<file path="config.mk">
export PLATFORM = sky130hd
export DESIGN_NAME = line_bank_scheduler
export DESIGN_NICKNAME = d
export VERILOG_FILES = /design/src/rtl/upscaler_pkg.sv /design/src/rtl/line_bank_out_cnt.sv /design/src/rtl/line_bank_scheduler.sv
export SDC_FILE = /design/constraint.sdc
export NUM_CORES = 1
export LEC_CHECK = 0
export ABC_CLOCK_PERIOD_IN_PS = 2200
export CAP_MARGIN = 30
export CORE_MARGIN = 4
export CORE_UTILIZATION = 30
export DETAILED_ROUTE_END_ITERATION = 16
export PLACE_DENSITY_LB_ADDON = 0.2
export SLEW_MARGIN = 20
export SYNTH_ARGS = -nofsm -noshare
export SYNTH_HDL_FRONTEND = slang
export SYNTH_SLANG_ARGS = --single-unit
</file>
<file path="constraint.sdc">
create_clock -name i_clk -period 2.2 [get_ports i_clk]
set_input_delay 0.33 -clock i_clk [delete_from_list [all_inputs] [get_ports i_clk]]
set_output_delay 0.33 -clock i_clk [all_outputs]
set_load 0.02 [all_outputs]
</file>
<file path="src/rtl/upscaler_pkg.sv">
// Shared bicubic-upscaler constants and the line-bank read-state encoding.
package upscaler_pkg;

    localparam int unsigned H_OUT  = 1280;
    localparam int unsigned V_OUT  = 720;
    localparam int unsigned LINES  = 4;
    localparam int unsigned ADDR_W = 11;

    typedef enum logic {
        R_WAIT,
        R_RUN
    } rd_state_t;

endpackage

</file>
<file path="src/rtl/line_bank_out_cnt.sv">
// Output raster counters for the line-bank drain: tracks the pixel held in the
// output register and produces the SOF/EOL sideband plus the end-of-frame pulse.
module line_bank_out_cnt #(
    parameter int unsigned H_OUT = upscaler_pkg::H_OUT,
    parameter int unsigned V_OUT = upscaler_pkg::V_OUT
) (
    input  logic i_clk,
    input  logic i_rstn,
    input  logic issue,
    input  logic m_valid,
    input  logic m_ready,
    output logic m_tuser,
    output logic m_tlast,
    output logic frame_done
);
    import upscaler_pkg::*;

    localparam int unsigned XW = (H_OUT > 1) ? $clog2(H_OUT) : 1;
    localparam int unsigned YW = (V_OUT > 1) ? $clog2(V_OUT) : 1;

    logic [XW-1:0] out_x;
    logic [YW-1:0] out_y;
    logic [XW-1:0] pos_x;
    logic [YW-1:0] pos_y;
    logic          accept;
    logic          x_last;
    logic          y_last;

    assign accept = m_valid & m_ready;
    assign x_last = (out_x == XW'(H_OUT - 1));
    assign y_last = (out_y == YW'(V_OUT - 1));

    // out_x/out_y name the pixel in the output register (or the next one when
    // it is empty); an issue with m_valid high always coincides with its accept.
    always_comb begin
        pos_x = out_x;
        pos_y = out_y;
        if (m_valid) begin
            if (x_last) begin
                pos_x = '0;
                pos_y = y_last ? '0 : out_y + 1'b1;
            end else begin
                pos_x = out_x + 1'b1;
            end
        end
    end

    always_ff @(posedge i_clk) begin
        if (!i_rstn) begin
            out_x   <= '0;
            out_y   <= '0;
            m_tuser <= 1'b0;
            m_tlast <= 1'b0;
        end else begin
            if (accept) begin
                if (x_last) begin
                    out_x <= '0;
                    out_y <= y_last ? '0 : out_y + 1'b1;
                end else begin
                    out_x <= out_x + 1'b1;
                end
            end
            if (issue) begin
                m_tuser <= (pos_x == '0) && (pos_y == '0);
                m_tlast <= (pos_x == XW'(H_OUT - 1));
            end
        end
    end

    assign frame_done = accept & x_last & y_last;

endmodule

</file>
<file path="src/rtl/line_bank_scheduler.sv">
// Line-buffer bank sequencer: writes column beats into a bank of line RAMs and
// drains it line by line as AXI4-Stream. LINE_BANK_PINGPONG_EN enables two banks.
module line_bank_scheduler #(
    parameter int unsigned H_OUT  = upscaler_pkg::H_OUT,
    parameter int unsigned V_OUT  = upscaler_pkg::V_OUT,
    parameter int unsigned LINES  = upscaler_pkg::LINES,
    parameter int unsigned ADDR_W = upscaler_pkg::ADDR_W
) (
    input  logic              i_clk,
    input  logic              i_rstn,
    input  logic              s_valid,
    output logic              s_ready,
    output logic              wr_en,
    output logic              wr_bank,
    output logic [ADDR_W-1:0] wr_addr,
    output logic              rd_en,
    output logic              rd_bank,
    output logic [1:0]        rd_line,
    output logic [ADDR_W-1:0] rd_addr,
    input  logic              m_ready,
    output logic              m_valid,
    output logic              m_tuser,
    output logic              m_tlast,
    output logic [1:0]        bank_full,
    output logic              frame_done
);
    import upscaler_pkg::*;

    rd_state_t  state_q;
    rd_state_t  state_d;
    logic       run;
    logic       issue;
    logic       wr_last;
    logic       rd_last;
    logic [1:0] full_set;
    logic [1:0] full_clr;

    always_ff @(posedge i_clk) begin
        if (!i_rstn) run <= 1'b0;
        else         run <= 1'b1;
    end

    assign s_ready = run & ~bank_full[wr_bank];
    assign wr_en   = s_valid & s_ready;
    assign wr_last = wr_en & (wr_addr == ADDR_W'(H_OUT - 1));

    always_ff @(posedge i_clk) begin
        if (!i_rstn)    wr_addr <= '0;
        else if (wr_en) wr_addr <= wr_last ? '0 : wr_addr + 1'b1;
    end

    assign issue   = (state_q == R_RUN) & (~m_valid | m_ready);
    assign rd_en   = issue;
    assign rd_last = issue & (rd_line == 2'(LINES - 1)) & (rd_addr == ADDR_W'(H_OUT - 1));

`ifdef LINE_BANK_PINGPONG_EN
    always_ff @(posedge i_clk) begin
        if (!i_rstn)      wr_bank <= 1'b0;
        else if (wr_last) wr_bank <= ~wr_bank;
    end

    always_ff @(posedge i_clk) begin
        if (!i_rstn)      rd_bank <= 1'b0;
        else if (rd_last) rd_bank <= ~rd_bank;
    end
`else
    assign wr_bank = 1'b0;
    assign rd_bank = 1'b0;
`endif

    // Fill and free may hit different banks in one cycle; both updates apply.
    always_comb begin
        full_set = '0;
        full_clr = '0;
        if (wr_last) full_set[wr_bank] = 1'b1;
        if (rd_last) full_clr[rd_bank] = 1'b1;
    end

    always_ff @(posedge i_clk) begin
        if (!i_rstn) bank_full <= '0;
        else         bank_full <= (bank_full | full_set) & ~full_clr;
    end

    always_ff @(posedge i_clk) begin
        if (!i_rstn) state_q <= R_WAIT;
        else         state_q <= state_d;
    end

    always_comb begin
        state_d = state_q;
        case (state_q)
            R_WAIT:  if (bank_full[rd_bank]) state_d = R_RUN;
            R_RUN:   if (rd_last)            state_d = R_WAIT;
            default: state_d = R_WAIT;
        endcase
    end

    always_ff @(posedge i_clk) begin
        if (!i_rstn) begin
            rd_addr <= '0;
            rd_line <= '0;
        end else if (issue) begin
            if (rd_addr == ADDR_W'(H_OUT - 1)) begin
                rd_addr <= '0;
                rd_line <= (rd_line == 2'(LINES - 1)) ? '0 : rd_line + 1'b1;
            end else begin
                rd_addr <= rd_addr + 1'b1;
            end
        end
    end

    // Output register tracks the RAM port-B data, one cycle behind rd_en.
    always_ff @(posedge i_clk) begin
        if (!i_rstn)      m_valid <= 1'b0;
        else if (issue)   m_valid <= 1'b1;
        else if (m_ready) m_valid <= 1'b0;
    end

    line_bank_out_cnt #(
        .H_OUT (H_OUT),
        .V_OUT (V_OUT)
    ) u_out_cnt (
        .i_clk      (i_clk),
        .i_rstn     (i_rstn),
        .issue      (issue),
        .m_valid    (m_valid),
        .m_ready    (m_ready),
        .m_tuser    (m_tuser),
        .m_tlast    (m_tlast),
        .frame_done (frame_done)
    );

endmodule

</file>
==> results of run 1 <==
[cell usage in the layout (no fill, tap or decap), types with 9 or more instances in the layout]
cell and instances:
sky130_fd_sc_hd__dfxtp_1 51, sky130_fd_sc_hd__a21oi_1 19, sky130_fd_sc_hd__nor2_1 52, sky130_fd_sc_hd__o21ai_0 13
sky130_fd_sc_hd__nand3_1 23, sky130_fd_sc_hd__xnor2_1 9, sky130_fd_sc_hd__xor2_1 17, sky130_fd_sc_hd__nand4_1 13
sky130_fd_sc_hd__nor3_1 10, sky130_fd_sc_hd__buf_4 42, sky130_fd_sc_hd__clkdlybuf4s50_1 34, sky130_fd_sc_hd__nand2_1 39
[cell families after synthesis]
kind of cell | after synthesis | synth area share
AO/OA/AOI/OAI | 69 | 0.158
XOR/XNOR | 26 | 0.0781
adder cells (fa/ha/maj) | 5 | 0.0215
buffers and inverters | 32 | 0.0485
flip-flops | 51 | 0.350
multiplexers | 4 | 0.0137
other | 1 | 0.00129
AND/OR/NAND/NOR | 189 | 0.328
[critical path, cell delays in order, from the launching register on]
cell and delay [ns]:
sky130_fd_sc_hd__dfxtp_1 0.34, sky130_fd_sc_hd__or3b_4 0.40, sky130_fd_sc_hd__nor3_4 0.22, sky130_fd_sc_hd__nand2_2 0.09, sky130_fd_sc_hd__nor2_1 0.08, sky130_fd_sc_hd__dlygate4sd2_1 0.33
[how the worst max path moves through the flow]
stage | startpoint | to | slack, ns | depth (start not counted)
after global routing | u_out_cnt.out_x[10] | frame_done | 0.002 | 5
after global placement | m_ready | frame_done | 0.06 | 5
final | u_out_cnt.out_x[10] | frame_done | 0.09 | 5
after CTS | m_ready | rd_en | 0.07 | 5
after floorplan | bank_full[0] | wr_addr[3] | 0.09 | 8
after detailed placement | m_ready | frame_done | 0.07 | 5
[per-layer routing]
metal | global-route usage | wire, um | up-vias
met2 | 0.239 | 3570 | 64
met3 | 0.0267 | 381 | 9
met5 | 0 | 0 | -
met1 | 0.197 | 3710 | 1319
met4 | 0.0347 | 109 | 0
li1 | - | - | 1461
[where the power goes]
group	internal [W]	switching (W)
Combinational	0.0000201	0.0000345
Sequential	0.000925	0.00000242
Clock	0.000258	0.000339
Total	0.00120	0.000376
[registers in the layout (all words and copies together) (netlist names), 2 cells and up]
register and count:
u_out_cnt.out_x 11, rd_line 2, wr_addr 11, u_out_cnt.out_y 10
rd_addr 11
[cell usage after synthesis, types with 2 or more instances]
master / number
sky130_fd_sc_hd__nor2_1: 52
sky130_fd_sc_hd__dfxtp_1: 51
sky130_fd_sc_hd__nand2_1: 39
sky130_fd_sc_hd__nand3_1: 23
sky130_fd_sc_hd__a21oi_1: 19
sky130_fd_sc_hd__xor2_1: 17
sky130_fd_sc_hd__clkbuf_1: 15
sky130_fd_sc_hd__nand4_1: 13
sky130_fd_sc_hd__o21ai_0: 13
sky130_fd_sc_hd__and3_1: 10
sky130_fd_sc_hd__nor3_1: 10
sky130_fd_sc_hd__xnor2_1: 9
sky130_fd_sc_hd__buf_2: 8
sky130_fd_sc_hd__nor2b_1: 8
sky130_fd_sc_hd__a211oi_1: 6
sky130_fd_sc_hd__nand2b_1: 6
sky130_fd_sc_hd__and4_1: 5
sky130_fd_sc_hd__ha_1: 5
sky130_fd_sc_hd__inv_1: 5
sky130_fd_sc_hd__a31oi_1: 4
sky130_fd_sc_hd__mux2i_1: 4
sky130_fd_sc_hd__nor3b_1: 4
sky130_fd_sc_hd__nor4_1: 4
sky130_fd_sc_hd__a311oi_1: 3
sky130_fd_sc_hd__a41oi_1: 3
sky130_fd_sc_hd__and2_1: 3
sky130_fd_sc_hd__buf_4: 3
sky130_fd_sc_hd__nand3b_1: 3
sky130_fd_sc_hd__o2bb2ai_1: 3
sky130_fd_sc_hd__or3_1: 3
sky130_fd_sc_hd__a21o_1: 2
sky130_fd_sc_hd__o22ai_1: 2
sky130_fd_sc_hd__o32ai_1: 2
[per-stage QoR]
step / hold slack (ns) / cells / instance area [um2]
floorplan: 0.358 / 379 / 2920
global placement: 0.458 / 559 / 3630
detailed placement: 0.484 / 559 / 3630
CTS: 0.503 / 567 / 3730
global route: 0.520 / 567 / 3730
finish: 0.500 / 567 / 3730
[area by class of cell]
cell class / count / area, um2
Inverter: 6 / 22.5
Sequential cell: 51 / 1020
Multi-Input combinational cell: 296 / 1760
Clock inverter: 2 / 16.3
Clock buffer: 6 / 82.6
Tap cell: 129 / 161
Fill cell: 992 / 5600
Timing Repair Buffer: 77 / 664
[what timing repair did]
action	in CTS	in global routing
gates resized for setup	1	2
hold buffers	0	0
pin swaps	0	0
endpoints found under the hold margin	0	0
endpoints found under the setup margin	1	2
==> results.md, run 1 <==
- Hold-critical path endpoint: u_out_cnt.m_tlast
- Final max-slew violation count: 0
- Worst voltage drop across the vdd grid: approximately 0.38 mV
- Outcome: complete, no violations
- Placement row count: 35
- Kind of launch point of the worst setup path: flop
- Worst-Skew Late Latency: 0.31 ns
- Initial Util: 0.312
- Cell area power density: 423 nW/um2
- R2R Setup Slk: 0.17 ns
- Gpl congestion: 0.848
- Buffer cell driving the clock tree root: sky130_fd_sc_hd__clkbuf_8
- Total Power: 0.00158 W
- Diodes inserted: 0
- Setup repair after global routing missed its margin: false
- Initial DRT Pass Iterations: 4
- Number of global-route vias before repair: 2862
- Flip-flop and latch count after synthesis: 51
- Initial DRC Count: 135
- Port buffer count: 35
- Final Net Count: approximately 450
- Register clock-pin slew on the reported worst setup and hold paths: 0.10 ns
- Area of the core: 9330 um2
- Final setup violation count: 0
- Slew Limit Headroom: 0.628
- Antenna violations before repair: 0
- Vias: 2853
- Wire length of the first global-routing pass: 13.6 mm
- Setup_tns: 0 ns
- Required time of the critical path: about 1.9 ns
- Dominant cells by area after synthesis: sky130_fd_sc_hd__dfxtp_1 35%, sky130_fd_sc_hd__nor2_1 6.7%, sky130_fd_sc_hd__xor2_1 5.1%, sky130_fd_sc_hd__nand2_1 5.0%, sky130_fd_sc_hd__nand3_1 4.0%
- LEAKAGE: 1.36 nW
- Max-capacitance violation count: 0
- Min-delay src: u_out_cnt.m_tlast
- DRC: 0
- Average vias per placed instance: 5.03
- Area enclosed by the die boundary: 11400 um2
- Routed Antenna Nets: 0
- Endpoint of the lowest-slack register-to-register path: u_out_cnt.m_tuser
- Detailed-route wire length: between 7 and 8 mm
- WP data arrival: 1.78 ns
- Register area share after synthesis: 0.350
- Hold/Removal Path Class: flop to flop
- Largest net degree at the start of global routing: 20
- Share of the clock period used by the worst path after layout: 0.959
- Fmax: roughly 470 MHz
- Layout-stage area growth over the synthesis result: 28.1%
- Vertical extent of the die: 107 um
- Worst clock skew on the final layout: 0.00687 ns
- Routed wirelength normalized by instance count: 13.7 um
- Worst reg2reg path depth: 7
- Die width: 107 um
- Ratio of cells with drive above 1 in the final layout: 0.137
- Tightest Pin Transition: 0.550 ns
- Worst Setup Slack post-DPL: between 0.07 and 0.08 ns
- Total half-perimeter wirelength after legalization and detailed placement: 5.83 mm
- Top fanout value on the critical path: 2
- Yosys cell types: 53
- Number of synthesized flops with an enable pin: 0
- Top-level I/O count: 39
- Post-Synthesis Cells: around 380
- Worst setup path category: flop to primary output
- Worst Hold Path Cells: 2
- Mapped cell area: between 2000 and 3000 um2
- Async SR Flop Fraction: 0
- Max H-tree Level: 2
- Least setup slack across all paths after layout: around 0.091 ns
- Total number of yosys warnings: 0
- Max Buffers Root-to-Sink: 2
- Nature of the critical path endpoint: primary output
- Final Core Density: 0.400
- # clock sinks: 51
- Final hold violations: 0
- Area share of the largest cell type after synthesis: 0.350
- Avg Cell Area, Syn: 7.73 um2
- Global-route usage over all layers: 0.145
- CTS tree: built
- Global route overflow: 0
- Commonest register cell after synthesis: sky130_fd_sc_hd__dfxtp_1
- Count of buffers added by post-CTS timing repair for setup: 0
- Worst R2R Start: u_out_cnt.out_x[10]
- TritonCTS Buffers: 5
- Min Tclk post-route: 2.11 ns
- Cell type with the largest total area after synthesis: sky130_fd_sc_hd__dfxtp_1
Note: power is estimated with default switching activity, not from simulation.
==> inputs of run 2 (changes only) <==
--- a/config.mk
+++ b/config.mk
@@ -5,12 +5,15 @@
 export SDC_FILE = /design/constraint.sdc
 export NUM_CORES = 1
 export LEC_CHECK = 0
+export ABC_AREA = 1
 export ABC_CLOCK_PERIOD_IN_PS = 2200
 export CAP_MARGIN = 30
 export CORE_MARGIN = 4
 export CORE_UTILIZATION = 30
+export CTS_BUF_LIST = sky130_fd_sc_hd__clkbuf_16
 export DETAILED_ROUTE_END_ITERATION = 16
 export PLACE_DENSITY_LB_ADDON = 0.2
+export SKIP_LAST_GASP = 1
 export SLEW_MARGIN = 20
 export SYNTH_ARGS = -nofsm -noshare
 export SYNTH_HDL_FRONTEND = slang
==> run 2 against run 1 <==
Compared with the run above:
- final area grew 1.1%
- sequential share of layout area shrank 0.29 points
- non-clock buffer count shrank 21
- setup slack gained 0.031 ns
- critical path depth is the same
- final cell count grew 15%
- register-to-register slack is essentially flat
- wire length shrank 1.8%
- total power grew 15%
- flip-flop and latch count is the same
- critical path type is now input pin to primary output
==> results.md, run 2 <==
- Die width: 108 um (+1.7%)
- Share of the clock period used by the worst path after layout: 0.944 (-0.0141)
- Outcome: complete, no violations
- Routed Antenna Nets: 0 (unchanged)
- WP data arrival: 1.75 ns (-0.03 ns)
- Register clock-pin slew on the reported worst setup and hold paths: 0.08 ns (-0.02 ns)
- Commonest cells in the synthesized netlist: 114 x sky130_fd_sc_hd__nand2_1, 59 x sky130_fd_sc_hd__nor2_1, 57 x sky130_fd_sc_hd__inv_1
- Dominant cells by area after synthesis: sky130_fd_sc_hd__dfxtp_1 34%, sky130_fd_sc_hd__nand2_1 14%, sky130_fd_sc_hd__nor2_1 7.3%, sky130_fd_sc_hd__inv_1 7.1%, sky130_fd_sc_hd__nand3_1 6.3%
- Cell area power density: 480 nW/um2 (+13%)
- Mapped cell area: 3020 um2 (+3.6%)
- Diodes inserted: 0 (unchanged)
- Worst setup path category: input pin to primary output
- Area after detailed placement: 3620 um2 (-0.28%)
- Hold/Removal Path Class: flop to flop
- Initial DRC Count: 131 (-3.0%)
- TritonCTS Buffers: 5 (unchanged)
- Min Tclk post-route: 2.08 ns (-0.0310 ns)
- Worst clock skew on the final layout: 0.00275 ns (-0.00413 ns)
- Cell type with the largest total area after synthesis: sky130_fd_sc_hd__dfxtp_1
- Worst reg2reg path depth: 12 (+5)
- Worst Hold Path Cells: 2 (unchanged)
- Area enclosed by the die boundary: 11700 um2 (+3.3%)
- Endpoint of the lowest-slack register-to-register path: u_out_cnt.m_tuser
- Buffers and inverters on the worst path: 3 (+2)
- Register cell area after layout: 1020 um2 (unchanged)
- Total number of yosys warnings: 0 (unchanged)
- Fmax: 481 MHz (+1.5%)
- Top fanout value on the critical path: 8 (+6)
- Total half-perimeter wirelength after legalization and detailed placement: 5.71 mm (-2.1%)
- Setup_tns: 0 ns (unchanged)
- Max-capacitance violation count: 0 (unchanged)
- Wire length of the first global-routing pass: 13.0 mm (-4.9%)
- Most common cell on crit path: sky130_fd_sc_hd__clkdlybuf4s50_1
- Initial DRT Pass Iterations: 4 (unchanged)
- Global-route usage over all layers: 0.136 (-0.00887)
- Placement row count: 36 (+2.9%)
- Max H-tree Level: 2 (unchanged)
- Antenna violations before repair: 0 (unchanged)
- Final hold violations: 0 (unchanged)
- Flip-flop and latch count after synthesis: 51 (unchanged)
- R2R Setup Slk: 0.18 ns (about the same)
- Sequence of cells on the critical path: clkdlybuf4s50_1 -> or2_1 -> nand2_2 -> inv_2 -> clkdlybuf4s50_1
- Setup repair after global routing missed its margin: false
- Detailed-route wire length: 7.63 mm (-1.8%)
- DRC: 0 (unchanged)
- Async SR Flop Fraction: 0 (unchanged)
- Max Buffers Root-to-Sink: 2 (unchanged)
- CTS tree: built
- Initial Util: 0.309 (-0.00352)
- Area share of the largest cell type after synthesis: 0.338 (-0.0122)
- Most common cell after layout, fill and taps aside: sky130_fd_sc_hd__nand2_1
- Final setup violation count: 0 (unchanged)
- Number of global-route vias before repair: 2830 (-1.1%)
- Most frequent cells in the layout: 114 x sky130_fd_sc_hd__nand2_1, 58 x sky130_fd_sc_hd__nor2_1, 57 x sky130_fd_sc_hd__inv_1
- LEAKAGE: 1.67 nW (+23%)
- Number of synthesized flops with an enable pin: 0 (unchanged)
- Post-route cell area: 3770 um2 (+1.1%)
- Number of inserted filler cells in the final layout: 1076 (+8.5%)
- Combined area of the multi-input logic cells: 1670 um2 (-5.1%)
- Register area share after synthesis: 0.338 (-0.0122)
- Top-level I/O count: 39 (unchanged)
- Worst-Skew Late Latency: 0.29 ns (-0.02 ns)
- Average vias per placed instance: 4.60 (-8.5%)
- Final Net Count: 527 (+18%)
- # clock sinks: 51 (unchanged)
- Global route overflow: 0 (unchanged)
- Worst R2R Start: u_out_cnt.out_x[1]
- Layout-stage area growth over the synthesis result: 24.9%
- Buffer cell driving the clock tree root: sky130_fd_sc_hd__clkbuf_16
- Maximum single-stage delay on the critical path: 0.63 ns (+0.23 ns)
- Routed wirelength normalized by instance count: 11.7 um (-15%)
- Min-delay src: u_out_cnt.m_tlast
- Nature of the critical path endpoint: primary output
- Worst voltage drop across the vdd grid: 0.316 mV (-17%)
- Vias: 3001 (+5.2%)
- Biggest registers after layout: rd_addr x11, u_out_cnt.out_x x11, wr_addr x11
- Final max-slew violation count: 0 (unchanged)
- Area of the core: 9770 um2 (+4.8%)
- Kind of launch point of the worst setup path: input pin
- Most common cell in the netlist: sky130_fd_sc_hd__nand2_1
- Slowest cell on crit path: sky130_fd_sc_hd__clkdlybuf4s50_1
- Post-Synthesis Cells: 467 (+24%)
- Ratio of cells with drive above 1 in the final layout: 0.110 (-0.0272)
- Avg Cell Area, Syn: 6.46 um2 (-16%)
- Delay-heaviest family, CP: buffers and inverters
- Vertical extent of the die: 108 um (+1.7%)
- Yosys cell types: 40 (-25%)
- Gpl congestion: 0.843 (-0.59%)
- Required time of the critical path: 1.87 ns (about the same)
- Commonest register cell after synthesis: sky130_fd_sc_hd__dfxtp_1
- Worst path depth: 5 (unchanged)
- Largest net degree at the start of global routing: 20 (unchanged)
- Port buffer count: 35 (unchanged)
- Hold-critical path endpoint: u_out_cnt.m_tlast
[run 2: kinds of logic (layout without fill, tap and decap cells)]
kind of cell / after synthesis / count (layout) / synth area share
flip-flops: 51 / 51 / 0.338
AND/OR/NAND/NOR: 248 / 248 / 0.368
buffers and inverters: 82 / 132 / 0.111
adder cells (fa/ha/maj): 5 / 5 / 0.0207
AO/OA/AOI/OAI: 71 / 71 / 0.135
XOR/XNOR: 9 / 9 / 0.0261
other: 1 / 3 / 0.00124
[run 2: layout make-up]
class / count / area share
clock buffers: 5 / 0.0332
inverters: 68 / 0.0677
well taps: 133 / 0.0441
multi-input cells: 336 / 0.444
repair buffers: 56 / 0.133
clock inverters: 3 / 0.00730
flip-flops and latches: 51 / 0.271
[run 2: metal layers]
metal	up-vias	GRT usage	wire, um
met2	53	0.233	3550
met4	0	0.0216	27
li1	1601	-	-
met1	1345	0.181	3750
met5	-	0	0
met3	2	0.0281	309
[run 2: stage by stage]
step           instances  utilization  total power [W]  hold WS [ns]  setup WS, ns
6_report             652        0.386          0.00181         0.479         0.122
5_1_grt              652        0.386          0.00188         0.498       0.00601
4_1_cts              652        0.386          0.00184         0.484        0.0424
3_5_place_dp         644        0.371          0.00100         0.469        0.0890
3_3_place_gp         644        0.371          0.00100         0.460        0.0920
2_1_floorplan        469            -         0.000983         0.358         0.271
[run 2: report_power, final]
part,switching (W),internal [W]
combinational,0.0000353,0.0000189
sequential,0.00000308,0.000925
clock,0.000394,0.000435
total,0.000432,0.00138
[run 2: how the worst max path moves through the flow]
stage	start	end	slack [ns]
after global routing	u_out_cnt.out_x[1]	u_out_cnt.m_tuser	0.006
after CTS	u_out_cnt.out_x[1]	frame_done	0.04
after floorplan	bank_full[0]	wr_addr[6]	0.27
after global placement	u_out_cnt.out_x[1]	frame_done	0.09
final	m_ready	rd_en	0.12
after detailed placement	u_out_cnt.out_x[1]	frame_done	0.09
[run 2: tightest hold or removal path, cell delays in order (launching register included)]
cell and delay (ns):
sky130_fd_sc_hd__dfxtp_1 0.32, sky130_fd_sc_hd__nand2_1 0.06, sky130_fd_sc_hd__a21oi_1 0.05
[run 2: repair_timing]
item                                    in CTS  in global routing
setup buffers                                0                  0
hold buffers                                 0                  0
gates resized for setup                      1                  3
endpoints found under the setup margin       1                  2
pin swaps                                    0                  1
gates cloned                                 0                  0
==> inputs of run 3 (changes only) <==
--- a/config.mk
+++ b/config.mk
@@ -8,7 +8,7 @@
 export ABC_AREA = 1
 export ABC_CLOCK_PERIOD_IN_PS = 2200
 export CAP_MARGIN = 30
-export CORE_MARGIN = 4
+export CORE_MARGIN = 2
 export CORE_UTILIZATION = 30
 export CTS_BUF_LIST = sky130_fd_sc_hd__clkbuf_16
 export DETAILED_ROUTE_END_ITERATION = 16
==> run 3 against run 2 <==
Compared with the run above:
- via count barely moved
- flip-flop and latch count did not move
- clock power barely moved
- largest cell class unchanged
- final area rose by 0.17%
- critical path depth did not move
- clock skew rose by 0.0034 ns
- critical path type is now flop to primary output
- largest power group unchanged
- non-clock buffer count did not move
- utilization rose by 0.064 points
==> results.md, run 3 (same netlist as run 2, synthesis figures left out) <==
- Share of the clock period used by the worst path after layout: 0.972 (+0.0271)
- Largest net degree at the start of global routing: 20 (unchanged)
- Max-capacitance violation count: 0 (unchanged)
- Worst R2R Start: u_out_cnt.out_x[1]
- Cell area power density: 479 nW/um2 (-0.27%)
- Outcome: complete, no violations
- Buffer cell driving the clock tree root: sky130_fd_sc_hd__clkbuf_16
- CTS tree: built
- Worst clock skew on the final layout: 0.00613 ns (+0.00338 ns)
- Top fanout value on the critical path: 11 (+3)
- Worst voltage drop across the vdd grid: 0.339 mV (+7.1%)
- Count of buffers added by post-CTS timing repair for setup: 0 (unchanged)
- WP data arrival: 1.81 ns (+0.06 ns)
- # clock sinks: 51 (unchanged)
- Initial DRC Count: 181 (+38%)
- Final Net Count: 527 (unchanged)
- Worst setup path startpoint: m_valid
- Top-level I/O count: 39 (unchanged)
- Average vias per placed instance: 4.61 (about the same)
- Layout-stage area growth over the synthesis result: 25.2%
- Max H-tree Level: 2 (unchanged)
- DRC: 0 (unchanged)
- Diodes inserted: 0 (unchanged)
- Total half-perimeter wirelength after legalization and detailed placement: 5.68 mm (-0.61%)
- TritonCTS Buffers: 5 (unchanged)
- Sequence of cells on the critical path: inv_4 -> or2_1 -> nand2_2 -> inv_2 -> clkdlybuf4s50_1
- Hold/Removal Path Class: flop to flop
- Gpl congestion: 0.859 (+1.9%)
- Antenna violations before repair: 0 (unchanged)
- Worst setup path category: flop to primary output
- Initial Util: 0.309 (unchanged)
- Final setup violation count: 0 (unchanged)
- Vias: 3004 (+0.10%)
- Proportion of total power due to net switching: 0.238 (-0.000788)
- LEAKAGE: 1.67 nW (about the same)
- Design internal power: 0.00138 W (about the same)
- Sequential share of power: 0.513 (about the same)
- Worst-Skew Late Latency: 0.29 ns (about the same)
- Final hold violations: 0 (unchanged)
- Area of the core: 9770 um2 (unchanged)
- Area enclosed by the die boundary: 10900 um2 (-7.2%)
- Ratio of cells with drive above 1 in the final layout: 0.114 (+0.00385)
- Maximum single-stage delay on the critical path: 0.54 ns (-0.09 ns)
- Cell count after placement: 644 (unchanged)
- Die width: 104 um (-3.7%)
- Vertical extent of the die: 104 um (-3.7%)
- Final-layout worst hold slack: 0.477 ns (-0.00204 ns)
- Fmax: 468 MHz (-2.8%)
- Port buffer count: 35 (unchanged)
- Global route overflow: 0 (unchanged)
- Most common cell after layout, fill and taps aside: sky130_fd_sc_hd__nand2_1
- Routed wirelength normalized by instance count: 11.8 um (+0.66%)
- Most frequent cells in the layout: 114 x sky130_fd_sc_hd__nand2_1, 58 x sky130_fd_sc_hd__nor2_1, 57 x sky130_fd_sc_hd__inv_1
- Post-route insts no fill: 652 (unchanged)
- Min Tclk post-route: 2.14 ns (+0.0596 ns)
- Register clock-pin slew on the reported worst setup and hold paths: 0.08 ns (about the same)
- Wire length of the first global-routing pass: 13.3 mm (+2.8%)
- Detailed-route wire length: 7.68 mm (+0.66%)
- Power spent charging and discharging nets: 0.000430 W (-0.43%)
- Part of the power in the clock network: 0.458 (about the same)
- Required time of the critical path: 1.87 ns (about the same)
- Buffers and inverters on the worst path: 3 (unchanged)
- Initial DRT Pass Iterations: 4 (unchanged)
- Hold buffer count at cts: 0 (unchanged)
- Slowest cell on crit path: sky130_fd_sc_hd__clkdlybuf4s50_1
- Global-route usage over all layers: 0.145 (+0.00847)
- # resized after CTS: 1 (unchanged)
- Setup repair after global routing missed its margin: true
- Delay-heaviest family, CP: buffers and inverters
- Min-delay src: u_out_cnt.m_tlast
- Share of total power in combinational logic: 0.029 (about the same)
- Final max-slew violation count: 0 (unchanged)
- Biggest registers after layout: rd_addr x11, u_out_cnt.out_x x11, wr_addr x11
- Number of global-route vias before repair: 2911 (+2.9%)
- Kind of launch point of the worst setup path: flop
- Placement row count: 36 (unchanged)
- Routed Antenna Nets: 0 (unchanged)
- Max Buffers Root-to-Sink: 2 (unchanged)
- Nature of the critical path endpoint: primary output
==> run 3: path summary, 6_finish.rpt <==
path,endpoint,slack [ns],cells after the start
worst max-delay path,rd_en,0.06,5
worst min-delay path,u_out_cnt.m_tlast,0.48,2
worst min register to register,u_out_cnt.m_tlast,0.48,2
worst max register to register,u_out_cnt.m_tuser,0.18,13
==> run 3: power groups by stage <==
stage                logic, W  clock network [W]  registers, W
floorplan           0.0000317                  0      0.000952
global placement    0.0000544                  0      0.000950
detailed placement  0.0000540                  0      0.000949
CTS                 0.0000542           0.000856      0.000928
global route        0.0000582           0.000887      0.000929
finish              0.0000533           0.000828      0.000928
==> run 3: worst reg2reg max path, stage by stage (launching register included) <==
cell and delay, ns:
sky130_fd_sc_hd__dfxtp_2 0.36, sky130_fd_sc_hd__ha_2 0.20, sky130_fd_sc_hd__nand3_2 0.09, sky130_fd_sc_hd__inv_2 0.09, sky130_fd_sc_hd__buf_4 0.12, sky130_fd_sc_hd__nand3_4 0.13
sky130_fd_sc_hd__buf_4 0.21, sky130_fd_sc_hd__nand2_1 0.06, sky130_fd_sc_hd__o21ai_1 0.09, sky130_fd_sc_hd__o21ai_1 0.19, sky130_fd_sc_hd__nand3_1 0.11, sky130_fd_sc_hd__nor2_1 0.11
sky130_fd_sc_hd__nand2_1 0.09, sky130_fd_sc_hd__a21oi_2 0.11
==> run 3: routing by layer <==
metal / up-vias / routed length (um) / GRT usage
li1: 1599 / - / -
met1: 1337 / 3690 / 0.191
met2: 65 / 3610 / 0.251
met3: 3 / 357 / 0.0238
met4: 0 / 19 / 0.0251
met5: - / 0 / 0
==> run 3: area by class of cell <==
cell class                      count  area (um2)
Clock buffer                        5         125
Tap cell                          133         166
Clock inverter                      3        27.5
Timing Repair Buffer               56         503
Fill cell                        1094        6000
Multi-Input combinational cell    336        1680
Inverter                           68         258
Sequential cell                    51        1020
==> run 3: per-stage QoR <==
stage	util	cell area [um2]	total power [W]	setup TNS, ns	worst slack [ns]
6_report	0.387	3780	0.00181	0	0.0626
5_1_grt	0.387	3780	0.00187	-0.0343	-0.0343
4_1_cts	0.386	3770	0.00184	0	0.0152
3_5_place_dp	0.371	3620	0.00100	0	0.0655
3_3_place_gp	0.371	3620	0.00100	0	0.0949
2_1_floorplan	-	3030	0.000983	0	0.271
